--- src/rtl/muldiv_unit_pkg.sv ---
// Shared definitions for the iterative RV32M/RV64M multiply/divide unit.
// funct3 op codes, decode funct7, FSM state encoding and operand sign helpers.
package muldiv_unit_pkg;

    localparam logic [2:0] MULDIV_MUL    = 3'b000;
    localparam logic [2:0] MULDIV_MULH   = 3'b001;
    localparam logic [2:0] MULDIV_MULHSU = 3'b010;
    localparam logic [2:0] MULDIV_MULHU  = 3'b011;
    localparam logic [2:0] MULDIV_DIV    = 3'b100;
    localparam logic [2:0] MULDIV_DIVU   = 3'b101;
    localparam logic [2:0] MULDIV_REM    = 3'b110;
    localparam logic [2:0] MULDIV_REMU   = 3'b111;

    localparam logic [6:0] FUNCT7_MULDIV = 7'b0000001;

    typedef enum logic [1:0] {
        IDLE = 2'b00,
        CALC = 2'b01,
        FIX  = 2'b10,
        DONE = 2'b11
    } state_t;

    function automatic logic is_div(input logic [2:0] f);
        return f[2];
    endfunction

    function automatic logic signed_a(input logic [2:0] f);
        return (f == MULDIV_MULH) || (f == MULDIV_MULHSU) ||
               (f == MULDIV_DIV) || (f == MULDIV_REM);
    endfunction

    function automatic logic signed_b(input logic [2:0] f);
        return (f == MULDIV_MULH) || (f == MULDIV_DIV) ||
               (f == MULDIV_REM);
    endfunction

endpackage

--- src/rtl/muldiv_unit_if.sv ---
// Issue/result handshake bundle between EX control and the muldiv unit.
// master = pipeline side, slave = muldiv_unit.
interface muldiv_unit_if #(
    parameter int XLEN = 32
);
    logic            start_valid;
    logic            start_ready;
    logic [2:0]      funct3;
    logic [XLEN-1:0] op_a;
    logic [XLEN-1:0] op_b;
    logic            flush;
    logic            result_valid;
    logic            result_ready;
    logic [XLEN-1:0] result;
    logic            busy;

    modport master (
        output start_valid, funct3, op_a, op_b, flush, result_ready,
        input  start_ready, result_valid, result, busy
    );

    modport slave (
        input  start_valid, funct3, op_a, op_b, flush, result_ready,
        output start_ready, result_valid, result, busy
    );
endinterface

--- src/rtl/muldiv_signfix.sv ---
// Conditional two's-complement negate: operand magnitude on entry,
// sign application on the FIX path.
module muldiv_signfix #(
    parameter int W = 32
) (
    input  logic [W-1:0] val,
    input  logic         neg,
    output logic [W-1:0] res
);
    assign res = neg ? (~val + W'(1)) : val;
endmodule

--- src/rtl/muldiv_unit.sv ---
// Iterative radix-2 multiply/divide unit (shift-add MUL, restoring DIV).
// Build option MULDIV_EARLY_OUT_EN: specials jump straight from IDLE to DONE.
module muldiv_unit
    import muldiv_unit_pkg::*;
#(
    parameter int XLEN = 32
) (
    input logic          clk,
    input logic          rst_n,
    muldiv_unit_if.slave bus
);
    localparam int CNT_W = $clog2(XLEN) + 1;
    localparam int W2    = 2 * XLEN;

    state_t            state, state_nxt;
    logic [2:0]        op;
    logic              sa, sb, bz;
    logic [XLEN-1:0]   b_mag;
    logic [W2-1:0]     prod;
    logic [CNT_W-1:0]  cnt;
    logic [XLEN-1:0]   result;

    logic              accept;
    logic              a_neg_in, b_neg_in, b_zero_in;
    logic [XLEN-1:0]   a_abs, b_abs;
    logic [XLEN:0]     add_sum, sub_diff;
    logic [W2-1:0]     prod_step;
    logic              rem_op, fix_neg;
    logic [W2-1:0]     fix_in, fix_out;
    logic [XLEN-1:0]   fix_word;
    logic              early;
    logic [XLEN-1:0]   early_res;

    assign accept    = (state == IDLE) && bus.start_valid && !bus.flush;
    assign a_neg_in  = signed_a(bus.funct3) && bus.op_a[XLEN-1];
    assign b_neg_in  = signed_b(bus.funct3) && bus.op_b[XLEN-1];
    assign b_zero_in = (bus.op_b == '0);

    muldiv_signfix #(.W(XLEN)) u_fix_a (
        .val(bus.op_a), .neg(a_neg_in), .res(a_abs)
    );
    muldiv_signfix #(.W(XLEN)) u_fix_b (
        .val(bus.op_b), .neg(b_neg_in), .res(b_abs)
    );

    // prod holds {hi, lo} for multiply and {remainder, quotient} for divide
    assign add_sum  = {1'b0, prod[W2-1:XLEN]}
                    + {1'b0, (prod[0] ? b_mag : {XLEN{1'b0}})};
    assign sub_diff = prod[W2-1:XLEN-1] - {1'b0, b_mag};

    always_comb begin
        prod_step = {add_sum, prod[XLEN-1:1]};
        if (is_div(op)) begin
            if (sub_diff[XLEN])
                prod_step = {prod[W2-2:0], 1'b0};
            else
                prod_step = {sub_diff[XLEN-1:0], prod[XLEN-2:0], 1'b1};
        end
    end

    // A zero divisor keeps the all-ones quotient unsigned
    assign rem_op  = op[1];
    always_comb begin
        fix_in  = prod;
        fix_neg = sa ^ sb;
        if (is_div(op)) begin
            if (rem_op) begin
                fix_in  = {{XLEN{1'b0}}, prod[W2-1:XLEN]};
                fix_neg = sa;
            end else begin
                fix_in  = {{XLEN{1'b0}}, prod[XLEN-1:0]};
                fix_neg = (sa ^ sb) && !bz;
            end
        end
    end

    muldiv_signfix #(.W(W2)) u_fix_res (
        .val(fix_in), .neg(fix_neg), .res(fix_out)
    );

    assign fix_word = (is_div(op) || op == MULDIV_MUL) ?
                      fix_out[XLEN-1:0] : fix_out[W2-1:XLEN];

`ifdef MULDIV_EARLY_OUT_EN
    localparam logic [XLEN-1:0] MIN_VAL = {1'b1, {(XLEN-1){1'b0}}};
    logic ovf_in;
    assign ovf_in = (bus.funct3 == MULDIV_DIV || bus.funct3 == MULDIV_REM)
                  && (bus.op_a == MIN_VAL) && (&bus.op_b);
    always_comb begin
        early     = 1'b0;
        early_res = '0;
        if (is_div(bus.funct3)) begin
            if (b_zero_in) begin
                early     = 1'b1;
                early_res = bus.funct3[1] ? bus.op_a : '1;
            end else if (ovf_in) begin
                early     = 1'b1;
                early_res = bus.funct3[1] ? '0 : bus.op_a;
            end
        end else if (bus.op_a == '0 || b_zero_in) begin
            early = 1'b1;
        end
    end
`else
    assign early     = 1'b0;
    assign early_res = '0;
`endif

    always_comb begin
        state_nxt = state;
        unique case (state)
            IDLE: if (accept) state_nxt = early ? DONE : CALC;
            CALC: begin
                if (bus.flush)
                    state_nxt = IDLE;
                else if (cnt == CNT_W'(1))
                    state_nxt = FIX;
            end
            FIX:  state_nxt = bus.flush ? IDLE : DONE;
            DONE: if (bus.flush || bus.result_ready) state_nxt = IDLE;
        endcase
    end

    always_ff @(posedge clk) begin
        if (!rst_n) begin
            state  <= IDLE;
            op     <= '0;
            sa     <= 1'b0;
            sb     <= 1'b0;
            bz     <= 1'b0;
            b_mag  <= '0;
            prod   <= '0;
            cnt    <= '0;
            result <= '0;
        end else begin
            state <= state_nxt;
            unique case (state)
                IDLE: if (accept) begin
                    op    <= bus.funct3;
                    sa    <= a_neg_in;
                    sb    <= b_neg_in;
                    bz    <= b_zero_in;
                    b_mag <= b_abs;
                    prod  <= {{XLEN{1'b0}}, a_abs};
                    cnt   <= CNT_W'(XLEN);
                    if (early) result <= early_res;
                end
                CALC: if (!bus.flush) begin
                    prod <= prod_step;
                    cnt  <= cnt - CNT_W'(1);
                end
                FIX:  if (!bus.flush) result <= fix_word;
                DONE: ;
            endcase
        end
    end

    assign bus.start_ready  = (state == IDLE);
    assign bus.result_valid = (state == DONE);
    assign bus.busy         = (state != IDLE);
    assign bus.result       = result;

endmodule
--- src/flat_wrapper.sv ---
// flat-port wrapper written by rule: the top's interface ports become plain ports
module muldiv_unit_flat import muldiv_unit_pkg::*;
#(
    parameter int XLEN = 32
)
  (clk, rst_n, bus_start_valid, bus_funct3, bus_op_a, bus_op_b, bus_flush, bus_result_ready, bus_start_ready, bus_result_valid, bus_result, bus_busy);
  muldiv_unit_if #(.XLEN(XLEN)) bus_i ();
  input logic clk;
  input logic rst_n;
  input wire logic [$bits(bus_i.start_valid)-1:0] bus_start_valid;
  input wire logic [$bits(bus_i.funct3)-1:0] bus_funct3;
  input wire logic [$bits(bus_i.op_a)-1:0] bus_op_a;
  input wire logic [$bits(bus_i.op_b)-1:0] bus_op_b;
  input wire logic [$bits(bus_i.flush)-1:0] bus_flush;
  input wire logic [$bits(bus_i.result_ready)-1:0] bus_result_ready;
  output wire logic [$bits(bus_i.start_ready)-1:0] bus_start_ready;
  output wire logic [$bits(bus_i.result_valid)-1:0] bus_result_valid;
  output wire logic [$bits(bus_i.result)-1:0] bus_result;
  output wire logic [$bits(bus_i.busy)-1:0] bus_busy;
  assign bus_i.start_valid = bus_start_valid;
  assign bus_i.funct3 = bus_funct3;
  assign bus_i.op_a = bus_op_a;
  assign bus_i.op_b = bus_op_b;
  assign bus_i.flush = bus_flush;
  assign bus_i.result_ready = bus_result_ready;
  assign bus_start_ready = bus_i.start_ready;
  assign bus_result_valid = bus_i.result_valid;
  assign bus_result = bus_i.result;
  assign bus_busy = bus_i.busy;
  muldiv_unit #(.XLEN(XLEN)) u_core (.clk(clk), .rst_n(rst_n), .bus(bus_i));
endmodule
--- config.mk ---
export PLATFORM = sky130hd
export DESIGN_NAME = muldiv_unit_flat
export DESIGN_NICKNAME = d
export VERILOG_FILES = /design/src/rtl/muldiv_unit_pkg.sv /design/src/rtl/muldiv_unit_if.sv /design/src/rtl/muldiv_signfix.sv /design/src/rtl/muldiv_unit.sv /design/src/flat_wrapper.sv
export SDC_FILE = /design/constraint.sdc
export NUM_CORES = 1
export LEC_CHECK = 0
export CORE_MARGIN = 5
export CORE_UTILIZATION = 55
export CTS_BUF_LIST = sky130_fd_sc_hd__clkbuf_8
export CTS_CLUSTER_SIZE = 28
export DETAILED_ROUTE_END_ITERATION = 10
export PLACE_DENSITY = 0.85
export SETUP_SLACK_MARGIN = 0.15
export SLEW_MARGIN = 20
export SYNTH_ARGS = -nofsm -noshare
export SYNTH_HDL_FRONTEND = slang
export SYNTH_SLANG_ARGS = --single-unit
--- constraint.sdc ---
create_clock -name clk -period 4.1 [get_ports clk]
set_input_delay 0.82 -clock clk [delete_from_list [all_inputs] [get_ports clk]]
set_output_delay 0.82 -clock clk [all_outputs]
set_load 0.03 [all_outputs]
Word-level counts from Yosys, hierarchy flattened
Cells that the tools add are included.
- $add $sub $neg: 6
- eq/ne operators: 12
- mux-type cells: 23
- bitwise operators: 5
- reduce and logical (&&, ||, !) cells: 23
- operators with widths (operator ; number):
    $mux 64 ; 6
    $mux 32 ; 5
    $pmux 64 s2 ; 1
    $add 32x1->32 const B ; 2
    $add 64x1->64 const B ; 1
    $not 32->32 ; 2
    $not 64->64 ; 1
    $add 32x32->33 ; 1
    $sub 33x32->33 ; 1
    $logic_not 32->1 ; 1
    $mux 6 ; 2
    $pmux 6 s2 ; 1
    $mux 2 ; 5
    $pmux 2 s4 ; 1
    $logic_or 1x1->1 ; 7
    $eq 3x3->1 const B ; 2
    $eq 6x1->1 const B ; 1
    $reduce_and 3->1 ; 2
    $sub 6x1->6 const B ; 1
    $logic_and 1x1->1 ; 5
    $eq 2x2->1 const B ; 2
    $ne 2x1->1 const B ; 2
    $reduce_and 2->1 ; 2
    $reduce_bool 2->1 ; 2
    11 further kinds ; 13
- bits in registers: 142
- input port bits: 72
- output and inout port bits: 35
- word-level logic and storage cells: 78

Logic depth before layout (Yosys ltp)
- word-level depth: 8
- gate-level depth with buffers: 15
- mapped depth without buffers: 13

By module
Synthesis repeated with hierarchy kept, for this count alone.
- cells, all modules: 1749
- area, all modules: 14027.2 um^2
- modules (own cells, without submodules) (module ; times used ; cells an instance ; area each (um^2) ; seq. area each (um^2)):
    muldiv_unit ; 1 ; 1345 ; 10824.1 ; 2842.7
    muldiv_signfix at u_core.u_fix_res ; 1 ; 206 ; 1649.1 ; 0.0
    muldiv_signfix at u_core.u_fix_a ... ; 2 ; 99 ; 777.0 ; 0.0

Worst setup path before layout
OpenSTA, ideal clock, no wires.
- path kind: reg-to-reg
- start point: register u_core.op[1]
- end point: register u_core.result[6] (netlist: u_core.bus.result[6])
- arrival time: 4.196 ns
- data required time: 3.984 ns
- slack: -0.212 ns
- stages on the path, launching flop included: 15
- buffers on the path: 4
- clock period less this slack: 4.312 ns
- cells stage by stage: dfxtp_1 -> and2_1 -> buf_2 -> buf_1 -> buf_1 -> buf_1 -> mux2i_1 -> ha_1 -> nand3_1 -> or4b_2 -> nor4b_4 -> o211ai_1 -> a22oi_1 -> o211ai_1 -> o211a_1
- cells in the longest elaborated chain, start to end: 6
- RTL lines (element ; RTL line ; source):
    start: declaration ; muldiv_unit.sv:16 ; logic [2:0] op;
    start signal: assignment ; muldiv_unit.sv:139 ; op <= bus.funct3;
    $mux 32 ; muldiv_unit.sv:67 ; if (rem_op) begin
    $mux 64 ; muldiv_unit.sv:66 ; if (is_div(op)) begin
    $not 64->64 ; muldiv_signfix.sv:10 ; assign res = neg ? (~val + W'(1)) : val;
    $add 64x1->64 ; muldiv_signfix.sv:10 ;
    $mux 64 ; muldiv_signfix.sv:10 ;
    $mux 32 (*) ; muldiv_unit.sv:81 ; assign fix_word = (is_div(op) || op == MULDIV_MUL) ?
    end signal: assignment ; muldiv_unit.sv:146 ; if (early) result <= early_res;
    end signal: assignment ; muldiv_unit.sv:152 ; FIX: if (!bus.flush) result <= fix_word;
    end: declaration ; muldiv_unit.sv:21 ; logic [XLEN-1:0] result;
Mark *: on every way between the ends. The rest lies on a longest branch, timed or not.
A chain may end at the register's enable or synchronous reset.

Final worst setup path
- start point: register u_core.prod[31]
- end point: register u_core.prod[42]
- cells in the longest elaborated chain, start to end: 5
- RTL lines (element ; RTL line ; source):
    start: declaration ; muldiv_unit.sv:19 ; logic [W2-1:0] prod;
    start signal: assignment ; muldiv_unit.sv:144 ; prod <= {{XLEN{1'b0}}, a_abs};
    start signal: assignment ; muldiv_unit.sv:149 ; prod <= prod_step;
    $sub 33x32->33 ; muldiv_unit.sv:49 ; assign sub_diff = prod[W2-1:XLEN-1] - {1'b0, b_mag};
    $mux 64 ; muldiv_unit.sv:54 ; if (sub_diff[XLEN])
    $mux 64 ; muldiv_unit.sv:53 ; if (is_div(op)) begin
    $mux 64 ; muldiv_unit.sv:148 ; CALC: if (!bus.flush) begin
    $pmux 64 s2 ; muldiv_unit.sv:137 ; unique case (state)
No other way between the ends. The select of a mux whose other input is x is not followed.

==> metrics.cfg <==
[status]
status=finished clean

[timing]
tns_ns=0
finalSetupViolCount=0
drv_slew=0
timing.fmax_ghz=0.2743
rsz0062_at_grt=no
min_period_over_period_pct=88.91
worst_slew_pin_slew_ns=0.9579
report.final.hold_viol_count=0
fin_crit_ns=3.645
finalClockSkew_ns=0.01596
slew-limit-headroom_pct=35.47

[yosys]
yosysTopAreaCell=dfxtp_1
syn-instance-count=1915
ys.flop_type=dfxtp_1
syn_area_um2=14230
ys_types=85
yosys_warnings=0
synth-edff-count=0
synth_seq_area_share_pct=19.98
synthesis.nets=2058
ys_seq_elements=142
syn_avg_cell_area_um2=7.430
synth_area_leaders=dfxtp_1, ha_1, xor2_1
synth-async-reset-ratio_pct=0
synth.top_cell.area_share_pct=19.98

[pwr]
p_leak_nw=6.572
pwr_density_cell_nw_per_um2=260.9
peakVddDrop_uv=201.1

[grt]
grt_pass1_wl_mm=75.24
antenna_found_initial=0
gr-total-overflow=0
grt_pass1_vias=14085
groute.usage.overall_pct=31.86
grt_max_degree=83

[floorplan]
start_util_pct=56.18
die_y_um=170.8
dieArea_um2=29190
ios=107
core_area_um2=25330
rows=58
dieWidth_um=170.8

[min_path]
min-delay-path-class=register to register

[placement]
portBuffers=106
hpwl_mm=36.52
gp_congestion=1.042
placed_cells=2287

[route]
drtPass1Iterations=6
num_vias=15185
drtIter0Drc=1459
detail-route-antenna-nets=0
wl_mm=48.25
wl_per_cell_um=20.81
drc=0
vias_per_cell=6.551

[critical_path]
worstPathArrival_ns=4.00
critical-path-top-delay-family=compound AO/OA/AOI/OAI gates
crit_top_cell=mux2i_1
cpPeakStageDelay_ns=0.40
worst_setup_path_start_kind=register
critical_path_class=register to register
crit_fanout=26
worstPathCellList=inv_1 -> ha_1 -> fa_1 -> nand2b_1 -> a21o_1 -> a31oi_1 -> o21ba_2 -> o21a_1 -> xor2_4 -> buf_12 -> mux2i_1 -> mux2i_1 -> a22o_1
slowest_stage=xor2_4
crit_buf_inv=2
end_kind=register
cp_data_required_time_ns=4.46

[cts]
cts.htree.levels=4
clock_sinks=142
cts_hold_buf=0
clk_pin_slew_ns=0.09
cts_setup_buffers=0
numCtsBuffers=17
insertion_delay_ns=0.47
cts_buffer_depth=2
cts_tree=built
cts_root_buffer=clkbuf_8

[final_layout]
stdcell_count=2318
mostFrequentLayoutCells=nand2_1, a21oi_1, nor2_1
drive_gt1_share_pct=7.495
final_common_cell=nand2_1
fin_nets=2119
antenna_cells=0
areaGrowthSynthToFinish_pct=13.82

[job]
cap_violations=0

## final cells by class
cell class	instances	area, um2
clock buffer	17	234.0
timing repair buffer	181	1659
tap	330	412.9
fill	2249	9131
multi-input combinational	1570	10610
sequential	142	2848
inverter	64	240.2
clock inverter	14	191.4
## cell usage after synthesis, types with 8 or more instances
| cell type | n |
|---|---|
| nand2_1 | 164 |
| a21oi_1 | 153 |
| nor2_1 | 148 |
| dfxtp_1 | 142 |
| o21ai_0 | 112 |
| clkbuf_1 | 106 |
| xor2_1 | 89 |
| mux2i_1 | 76 |
| xnor2_1 | 71 |
| ha_1 | 69 |
| inv_1 | 63 |
| and2_1 | 57 |
| nand3_1 | 55 |
| nor3_1 | 52 |
| a211oi_1 | 46 |
| nor2b_1 | 39 |
| a21o_1 | 34 |
| o211a_1 | 34 |
| a31oi_1 | 28 |
| o211ai_1 | 22 |
| o31ai_1 | 22 |
| or3_1 | 18 |
| nand2b_1 | 16 |
| a22oi_1 | 15 |
| buf_1 | 14 |
| nand4_1 | 14 |
| a21boi_0 | 13 |
| a221oi_1 | 13 |
| o221ai_1 | 13 |
| and3_1 | 12 |
| o21bai_1 | 12 |
| o41ai_1 | 12 |
| nor4_1 | 11 |
| o21a_1 | 11 |
| o22ai_1 | 11 |
| or4_1 | 11 |
| buf_2 | 10 |
| nor4bb_1 | 10 |
| a311oi_1 | 8 |
| or2_2 | 8 |
## what timing repair did
action,CTS,global route
gates resized for setup,0,2
setup endpoints to repair,0,11
endpoints found under the hold margin,0,0
## report_power, final
part	internal (mW)	switching, mW	total [mW]
Sequential	1.44	0.0838	1.52
Clock	0.663	0.632	1.29
Combinational	0.570	0.836	1.41
Total	2.67	1.55	4.23
## stage by stage
step           area (um2)  utilization, %  hold WS (ns)  power, mW  setup WS [ns]
6_report            16200           63.95        0.4681      4.226         0.4547
5_1_grt             16200           63.95        0.4858      4.390         0.2713
4_1_cts             16190           63.94        0.4736      4.179         0.3434
3_5_place_dp        15770           62.26        0.4630      2.910        0.02545
3_3_place_gp        15770           62.26        0.4433      2.888         0.1785
2_1_floorplan       14230               -        0.4495      2.466         0.2566
## final timing paths
kind,depth (start not counted),end,startpoint,slack [ns]
worst min register to register,2,u_core.bus.result[0],u_core.bus.result[0],0.47
worst max register to register,13,u_core.prod[42],u_core.prod[31],0.45
worst max-delay path,13,u_core.prod[42],u_core.prod[31],0.45
worst min-delay path,2,u_core.bus.result[0],u_core.bus.result[0],0.47
## state kept, by name, indices dropped and copies added, names as in the netlist
| name | cells |
|---|---|
| u_core.b_mag | 32 |
| u_core.bus.result | 32 |
| u_core.bz | 1 |
| u_core.cnt | 6 |
| u_core.op | 3 |
| u_core.prod | 64 |
| u_core.sa | 1 |
| u_core.sb | 1 |
| u_core.state | 2 |
## cells by family (layout without fill, tap and decap cells)
family	Yosys count	after routing	synth area share, %
buffers and inverters	203	276	5.760
flip-flops	142	142	19.98
AO/OA/AOI/OAI	611	611	28.97
AND/OR/NAND/NOR	647	647	23.36
adder cells (fa/ha/maj)	71	71	6.349
multiplexers	81	81	5.742
XOR/XNOR	160	160	9.849
## worst reg2reg max path, delay by kind of cell (launching register included)
family	cells	cell delay [ns]
compound gates	5	1.27
mux	2	0.31
fa+ha+maj	2	0.63
buf+inv	2	0.37
xor+xnor	1	0.40
simple gates	1	0.19
flops	1	0.37
## routing by layer
layer	up-vias	share of wire (%)	track usage [%]
li1	7141	-	-
met1	7187	44	44.49
met2	740	44	50.02
met3	117	8.8	6.585
met4	0	2.8	9.060
met5	-	0	0
No activity file was read; power rests on OpenSTA's default activity.
